## src/rtl/fir_pkg.sv

```systemverilog
// fir_pkg
// Shared definitions for the time-multiplexed FIR filter (fir_seq / fir_mac).
//   - fir_state_e : controller states IDLE / MAC / ROUND / OUT (2-bit)
//   - FIR_*       : default widths and tap count
//   - sat()       : clamp a signed value into a w-bit signed range; only used
//                   when the design is built with FIR_SAT_EN defined
package fir_pkg;

    localparam int FIR_DATA_W    = 16;
    localparam int FIR_COEF_W    = 16;
    localparam int FIR_TAPS      = 11;
    localparam int FIR_ACC_W     = 40;
    localparam int FIR_OUT_SHIFT = 15;

    // Working width of the saturation helper; ACC_W must not exceed it.
    localparam int FIR_SAT_W     = 64;

    typedef enum logic [1:0] {
        IDLE  = 2'd0,
        MAC   = 2'd1,
        ROUND = 2'd2,
        OUT   = 2'd3
    } fir_state_e;

    // Clamp s to [-2^(w-1), 2^(w-1)-1]; the caller keeps the low w bits.
    function automatic logic signed [FIR_SAT_W-1:0] sat(
        input logic signed [FIR_SAT_W-1:0] s,
        input int unsigned                 w
    );
        logic signed [FIR_SAT_W-1:0] max_pos;
        logic signed [FIR_SAT_W-1:0] min_neg;
        max_pos = $signed((FIR_SAT_W'(1) << (w - 1)) - FIR_SAT_W'(1));
        min_neg = -max_pos - FIR_SAT_W'(1);
        if (s > max_pos) begin
            return max_pos;
        end else if (s < min_neg) begin
            return min_neg;
        end
        return s;
    endfunction

endpackage

```

## src/rtl/fir_mac.sv

```systemverilog
// fir_mac
// Arithmetic datapath of the FIR filter: one signed multiply per cycle, an
// ACC_W wrapping accumulator, and the output shift stage that forms y.
// Build option: FIR_SAT_EN selects saturation of the shifted accumulator;
// without it y is the wrapped bit slice acc[OUT_SHIFT +: DATA_W].
// Ports:
//   clk, reset_n      clock and asynchronous active-low reset
//   acc_clr           zero the accumulator (has priority over acc_en)
//   acc_en            add sample*coef into the accumulator
//   y_load            register the shifted accumulator into y
//   sample, coef      signed multiplier operands
//   y                 registered filter output
module fir_mac
    import fir_pkg::*;
#(
    parameter int DATA_W    = FIR_DATA_W,
    parameter int COEF_W    = FIR_COEF_W,
    parameter int ACC_W     = FIR_ACC_W,
    parameter int OUT_SHIFT = FIR_OUT_SHIFT
) (
    input  logic                     clk,
    input  logic                     reset_n,
    input  logic                     acc_clr,
    input  logic                     acc_en,
    input  logic                     y_load,
    input  logic signed [DATA_W-1:0] sample,
    input  logic signed [COEF_W-1:0] coef,
    output logic        [DATA_W-1:0] y
);

    localparam int PROD_W = DATA_W + COEF_W;

    logic signed [PROD_W-1:0] product;
    logic signed [ACC_W-1:0]  product_ext;
    logic signed [ACC_W-1:0]  acc_q, acc_d;
    logic        [DATA_W-1:0] y_q, y_d;
    logic        [DATA_W-1:0] y_round;

    // Full-precision signed product, sign-extended into the accumulator width.
    assign product     = sample * coef;
    assign product_ext = ACC_W'(product);

`ifdef FIR_SAT_EN
    logic signed [ACC_W-1:0] shifted;

    assign shifted = acc_q >>> OUT_SHIFT;
    assign y_round = DATA_W'(sat(FIR_SAT_W'(shifted), DATA_W));
`else
    assign y_round = acc_q[OUT_SHIFT +: DATA_W];
`endif

    // The accumulator wraps modulo 2^ACC_W; it is never saturated internally.
    always_comb begin
        acc_d = acc_q;
        y_d   = y_q;
        if (acc_clr) begin
            acc_d = '0;
        end else if (acc_en) begin
            acc_d = acc_q + product_ext;
        end
        if (y_load) begin
            y_d = y_round;
        end
    end

    always_ff @(posedge clk or negedge reset_n) begin
        if (!reset_n) begin
            acc_q <= '0;
            y_q   <= '0;
        end else begin
            acc_q <= acc_d;
            y_q   <= y_d;
        end
    end

    assign y = y_q;

endmodule

```

## src/rtl/fir_seq.sv

```systemverilog
// fir_seq
// Time-multiplexed direct-form FIR filter with a run-time writable
// coefficient bank and valid/ready handshakes on input and output.
// One sample is processed in TAPS MAC cycles, one ROUND cycle, then the
// result is held in OUT until downstream takes it.
// Build option: FIR_SAT_EN (saturating output stage, see fir_mac).
// Ports:
//   clk, reset_n          clock and asynchronous active-low reset
//   x, in_valid, in_ready sample input handshake (in_ready only high in IDLE)
//   y, out_valid, out_ready filtered output handshake
//   coef_we, coef_addr, coef_data  coefficient write port (IDLE only)
//   clr                   synchronous delay-line flush (IDLE only, beats in_valid)
module fir_seq
    import fir_pkg::*;
#(
    parameter int   DATA_W    = FIR_DATA_W,
    parameter int   COEF_W    = FIR_COEF_W,
    parameter int   TAPS      = FIR_TAPS,
    parameter int   ACC_W     = FIR_ACC_W,
    parameter int   OUT_SHIFT = FIR_OUT_SHIFT,
    localparam int  ADDR_W    = $clog2(TAPS)
) (
    input  logic              clk,
    input  logic              reset_n,
    input  logic [DATA_W-1:0] x,
    input  logic              in_valid,
    output logic              in_ready,
    output logic [DATA_W-1:0] y,
    output logic              out_valid,
    input  logic              out_ready,
    input  logic              coef_we,
    input  logic [ADDR_W-1:0] coef_addr,
    input  logic [COEF_W-1:0] coef_data,
    input  logic              clr
);

    localparam logic [ADDR_W-1:0] K_LAST = ADDR_W'(TAPS - 1);

    fir_state_e               state_q, state_d;
    logic        [ADDR_W-1:0] k_q, k_d;
    logic                     out_valid_q, out_valid_d;
    logic signed [DATA_W-1:0] d_q [TAPS];
    logic signed [DATA_W-1:0] d_d [TAPS];
    logic signed [COEF_W-1:0] c_q [TAPS];
    logic signed [COEF_W-1:0] c_d [TAPS];

    logic acc_clr;
    logic acc_en;
    logic y_load;
    logic coef_wr_ok;

    // A flush request blocks acceptance in the same cycle.
    assign in_ready   = (state_q == IDLE) && !clr;
    assign coef_wr_ok = (state_q == IDLE) && coef_we && (int'(coef_addr) < TAPS);

    // Next-state, delay-line, coefficient-bank and datapath control.
    always_comb begin
        state_d     = state_q;
        k_d         = k_q;
        out_valid_d = out_valid_q;
        d_d         = d_q;
        c_d         = c_q;
        acc_clr     = 1'b0;
        acc_en      = 1'b0;
        y_load      = 1'b0;

        // Applied before the MAC pass starts, so a write in the accept cycle
        // is already visible to that sample.
        if (coef_wr_ok) begin
            c_d[coef_addr] = coef_data;
        end

        unique case (state_q)
            IDLE: begin
                if (clr) begin
                    for (int i = 0; i < TAPS; i++) begin
                        d_d[i] = '0;
                    end
                end else if (in_valid) begin
                    d_d[0] = $signed(x);
                    for (int i = 1; i < TAPS; i++) begin
                        d_d[i] = d_q[i-1];
                    end
                    acc_clr = 1'b1;
                    k_d     = '0;
                    state_d = MAC;
                end
            end
            MAC: begin
                acc_en = 1'b1;
                // k returns to 0 after the last tap so the operand index
                // always stays inside the arrays.
                if (k_q == K_LAST) begin
                    k_d     = '0;
                    state_d = ROUND;
                end else begin
                    k_d = k_q + ADDR_W'(1);
                end
            end
            ROUND: begin
                y_load      = 1'b1;
                out_valid_d = 1'b1;
                state_d     = OUT;
            end
            OUT: begin
                if (out_ready) begin
                    out_valid_d = 1'b0;
                    state_d     = IDLE;
                end
            end
            default: begin
                state_d = IDLE;
            end
        endcase
    end

    always_ff @(posedge clk or negedge reset_n) begin
        if (!reset_n) begin
            state_q     <= IDLE;
            k_q         <= '0;
            out_valid_q <= 1'b0;
            for (int i = 0; i < TAPS; i++) begin
                d_q[i] <= '0;
                c_q[i] <= '0;
            end
        end else begin
            state_q     <= state_d;
            k_q         <= k_d;
            out_valid_q <= out_valid_d;
            d_q         <= d_d;
            c_q         <= c_d;
        end
    end

    assign out_valid = out_valid_q;

    fir_mac #(
        .DATA_W    (DATA_W),
        .COEF_W    (COEF_W),
        .ACC_W     (ACC_W),
        .OUT_SHIFT (OUT_SHIFT)
    ) u_mac (
        .clk     (clk),
        .reset_n (reset_n),
        .acc_clr (acc_clr),
        .acc_en  (acc_en),
        .y_load  (y_load),
        .sample  (d_q[k_q]),
        .coef    (c_q[k_q]),
        .y       (y)
    );

endmodule

```

## config.mk

```make
export PLATFORM = sky130hd
export DESIGN_NAME = fir_seq
export DESIGN_NICKNAME = d
export VERILOG_FILES = /design/src/rtl/fir_pkg.sv /design/src/rtl/fir_mac.sv /design/src/rtl/fir_seq.sv
export SDC_FILE = /design/constraint.sdc
export NUM_CORES = 1
export LEC_CHECK = 0
export BUFFER_PORTS_ARGS = -buffer_cell sky130_fd_sc_hd__buf_4
export CORE_UTILIZATION = 45
export CTS_CLUSTER_DIAMETER = 120
export DETAILED_ROUTE_END_ITERATION = 16
export GPL_TIMING_DRIVEN = 1
export PLACE_DENSITY = 0.73
export SLEW_MARGIN = 25
export SYNTH_ARGS = -nofsm -noshare
export SYNTH_HDL_FRONTEND = slang
export SYNTH_SLANG_ARGS = --single-unit
export TNS_END_PERCENT = 30
```

## constraint.sdc

```tcl
create_clock -name clk -period 7.75 [get_ports clk]
set_clock_uncertainty 0.2 [all_clocks]
set_input_delay 1.1625 -clock clk [delete_from_list [all_inputs] [get_ports clk]]
set_output_delay 1.1625 -clock clk [all_outputs]
set_load 0.05 [all_outputs]
```

==> impl_metrics.toml <==
[logic_synthesis]
ys_seq_area_share_pct = 36.2
yosys_most_used_dff = "dfrtp_1"
syn-num-nets = 2863
syn_avg_cell_area_um2 = 11.5
synth_edf_count = 0
synth_cell_types = 59
synth_cells = 2435
synth-async-reset-ratio_pct = 100
ys_ff_latch = 406
synth_warnings = 0
netlist_area_um2 = 28100

[drt]
firstDrtPassIters = 5
drc = 0
dr_wl_met3_mm = 3.65
wl_mm = 68.0
detail-route-antenna-nets = 0
top_layer_used = "met5"
viasPerCell = 5.50
vias = 18769
wl_per_cell_um = 19.9
drtIter0Drc = 1366
dr_wl_met2_mm = 33.0
wl_met1_mm = 29.6

[timing]
rsz0062_at_grt = "yes"
fin_crit_sh_pct = 97.7
drv_slew = 0
fmax_mhz = 132
final-hold-violation-count = 0
setup_viol = 0
period_needed_ps = 7580
fin_setup_tns_ps = 0
relSlewSlack_pct = 29.5
worst_pin_slew_ps = 1050

[final_layout]
layout.nets = 2972
layout_common_cells = "dfrtp_1 (403), inv_1 (332), fa_1 (282), nor2_1 (218), mux2_2 (192)"
layout_commonest_cell = "dfrtp_1"
final_cell_count_no_fill = 3410
drive_gt1_share_pct = 23.5
syn2layout_area_growth_pct = 14.6
stdcell_area_um2 = 32200
diodes = 0
fin_util_pct = 52.2

[place]
dp_hpwl_mm = 49.3
io_buffers = 59
dp.cells = 3298
place.gp.congestion = 0.936
place_area_um2 = 30200

[clock_tree]
clockRootBuffer = "clkbuf_16"
numCtsBuffers = 43
clock_latency_ps = 590
cts_num_sinks = 406
cts_buffer_depth = 3
htree_levels = 2
postCtsHoldBufs = 0
clk_pin_slew_worst_paths_ps = 60
tritoncts = "yes"

[critical_path]
r2r_end = "u_mac.acc_q[27]$_DFFE_PN0P_"
ff2ff_path_depth = 28
endpoint = "u_mac.acc_q[27]$_DFFE_PN0P_"
worst-path-max-fanout = 13
regToRegSetupSlack_ps = 170
crit_slowest_cell = "fa_1"
end_kind = "flip-flop"
cpMostUsedCell = "fa_1"
worst-setup-path-type = "flip-flop to flip-flop"
cp-startpoint = "k_q[0]$_DFFE_PN0P_"
slowest_delay_ps = 590
arrival_ps = 7880
required_ps = 8050
setup.worst_path.start_class = "flip-flop"
r2r_start = "k_q[0]$_DFFE_PN0P_"

[floorplanning]
die_w_um = 252
coreArea_um2 = 61700
dieArea_um2 = 63400
ios = 60
fp-row-count = 91
start_util_pct = 45.5
die_y_um = 252

[global_routing]
antenna_found_initial = 1
grt_pass1_wl_mm = 111
grt_max_degree = 192
grt_use_total_pct = 22.2
grt_overflow = 0
first_global_vias = 20393

[worst_hold_path]
hold_class = "flip-flop to flip-flop"

[run]
maxCapViolCount = 0

[outcome]
status = "finished, final reports clean"
final cells by class:
cell class | count | area [um2]
Inverter | 349 | 1310
Clock buffer | 58 | 1240
Sequential cell | 406 | 10200
Timing Repair Buffer | 210 | 1950
Fill cell | 5289 | 29500
Tap cell | 837 | 1050
Multi-Input combinational cell | 1534 | 16200
Clock inverter | 16 | 240
metal layers:
metal | vias up | track usage [%]
li1 | 8316 | -
met1 | 9800 | 30.6
met2 | 530 | 36.3
met3 | 121 | 3.29
met4 | 2 | 6.60
met5 | - | 0
what timing repair did:
action	CTS	global route
cloned	0	0
hold endpoints to repair	0	0
setup buffers	0	37
gates resized for setup	1	52
pin swaps	0	8
endpoints found under the setup margin	4	12
how the worst min path moves through the flow:
stage	from	to	slack, ps	cells after the start
after floorplan	d_q[10]$_DFFE_PN0P_	d_q[10]$_DFFE_PN0P_	270	1
final	c_q[105]$_DFFE_PN0P_	c_q[105]$_DFFE_PN0P_	300	1
after detailed placement	c_q[141]$_DFFE_PN0P_	c_q[141]$_DFFE_PN0P_	290	1
after global routing	c_q[117]$_DFFE_PN0P_	c_q[117]$_DFFE_PN0P_	320	1
after CTS	c_q[105]$_DFFE_PN0P_	c_q[105]$_DFFE_PN0P_	310	1
after global placement	c_q[154]$_DFFE_PN0P_	c_q[154]$_DFFE_PN0P_	280	1
flip-flops by register name (all words and copies together) (netlist names):
name / cells
c_q: 176
d_q: 176
k_q: 4
out_valid: 1
state_q: 2
u_mac.acc_q: 31
u_mac.y: 16
stage by stage:
| stage | worst slack (ps) | hold WS [ps] |
|---|---|---|
| finish | 175 | 303 |
| CTS | 47.1 | 306 |
| global route | -104 | 315 |
| detailed placement | -94.5 | 290 |
| global placement | 34.3 | 282 |
| floorplan | 41.8 | 273 |
synthesized netlist by cell type (2+ instances only):
library cell / instances / area share (%)
nor2_1: 219 / 2.9
nand2b_1: 12 / 0.27
a22o_1: 176 / 5.5
nor3_1: 9 / 0.16
a21o_1: 17 / 0.45
and3_1: 5 / 0.11
mux2_2: 192 / 7.7
nand3b_1: 4 / 0.11
or4_1: 2 / 0.053
ha_1: 101 / 4.5
and2_1: 4 / 0.089
a21oi_1: 45 / 0.80
xor2_1: 8 / 0.25
a2111oi_0: 3 / 0.094
a211oi_1: 21 / 0.56
buf_2: 9 / 0.16
nor2b_1: 10 / 0.22
o211ai_1: 21 / 0.56
or2_1: 6 / 0.13
a31oi_1: 2 / 0.045
o21ai_1: 35 / 0.62
mux4_2: 64 / 5.1
a21boi_1: 2 / 0.053
buf_6: 2 / 0.080
inv_2: 14 / 0.19
clkbuf_1: 117 / 1.6
o21a_1: 12 / 0.32
fa_1: 285 / 20
buf_1: 9 / 0.12
inv_1: 334 / 4.5
dfrtp_1: 406 / 36
buf_4: 9 / 0.24
nand2_1: 148 / 2.0
xnor2_1: 31 / 0.97
nand3_1: 4 / 0.071
o21ai_0: 20 / 0.36
mux2i_1: 55 / 2.0
kinds of logic (layout without fill, tap and decap cells):
family	Yosys count	after routing	synth area share, %
and+or+nand+nor	428	428	6.23
DFF	406	406	36.2
buffers and inverters	495	633	6.83
xor gates and xnor gates	39	39	1.22
muxes	311	311	14.8
adders and majority gates	386	386	24.8
AOI/OAI and AO/OA	370	370	9.98
worst max-delay path: cells and delay by family, from the launching register on:
kind / cells / cell delay (ps)
XOR/XNOR: 1 / 120
adder cells (fa/ha/maj): 7 / 3170
flip-flops: 1 / 430
AO/OA/AOI/OAI: 6 / 1250
AND/OR/NAND/NOR: 3 / 400
buffers and inverters: 9 / 1260
multiplexers: 2 / 620
Power is not shown: default switching activity piles up to over one toggle a cycle in this logic, so the estimate is an artifact.
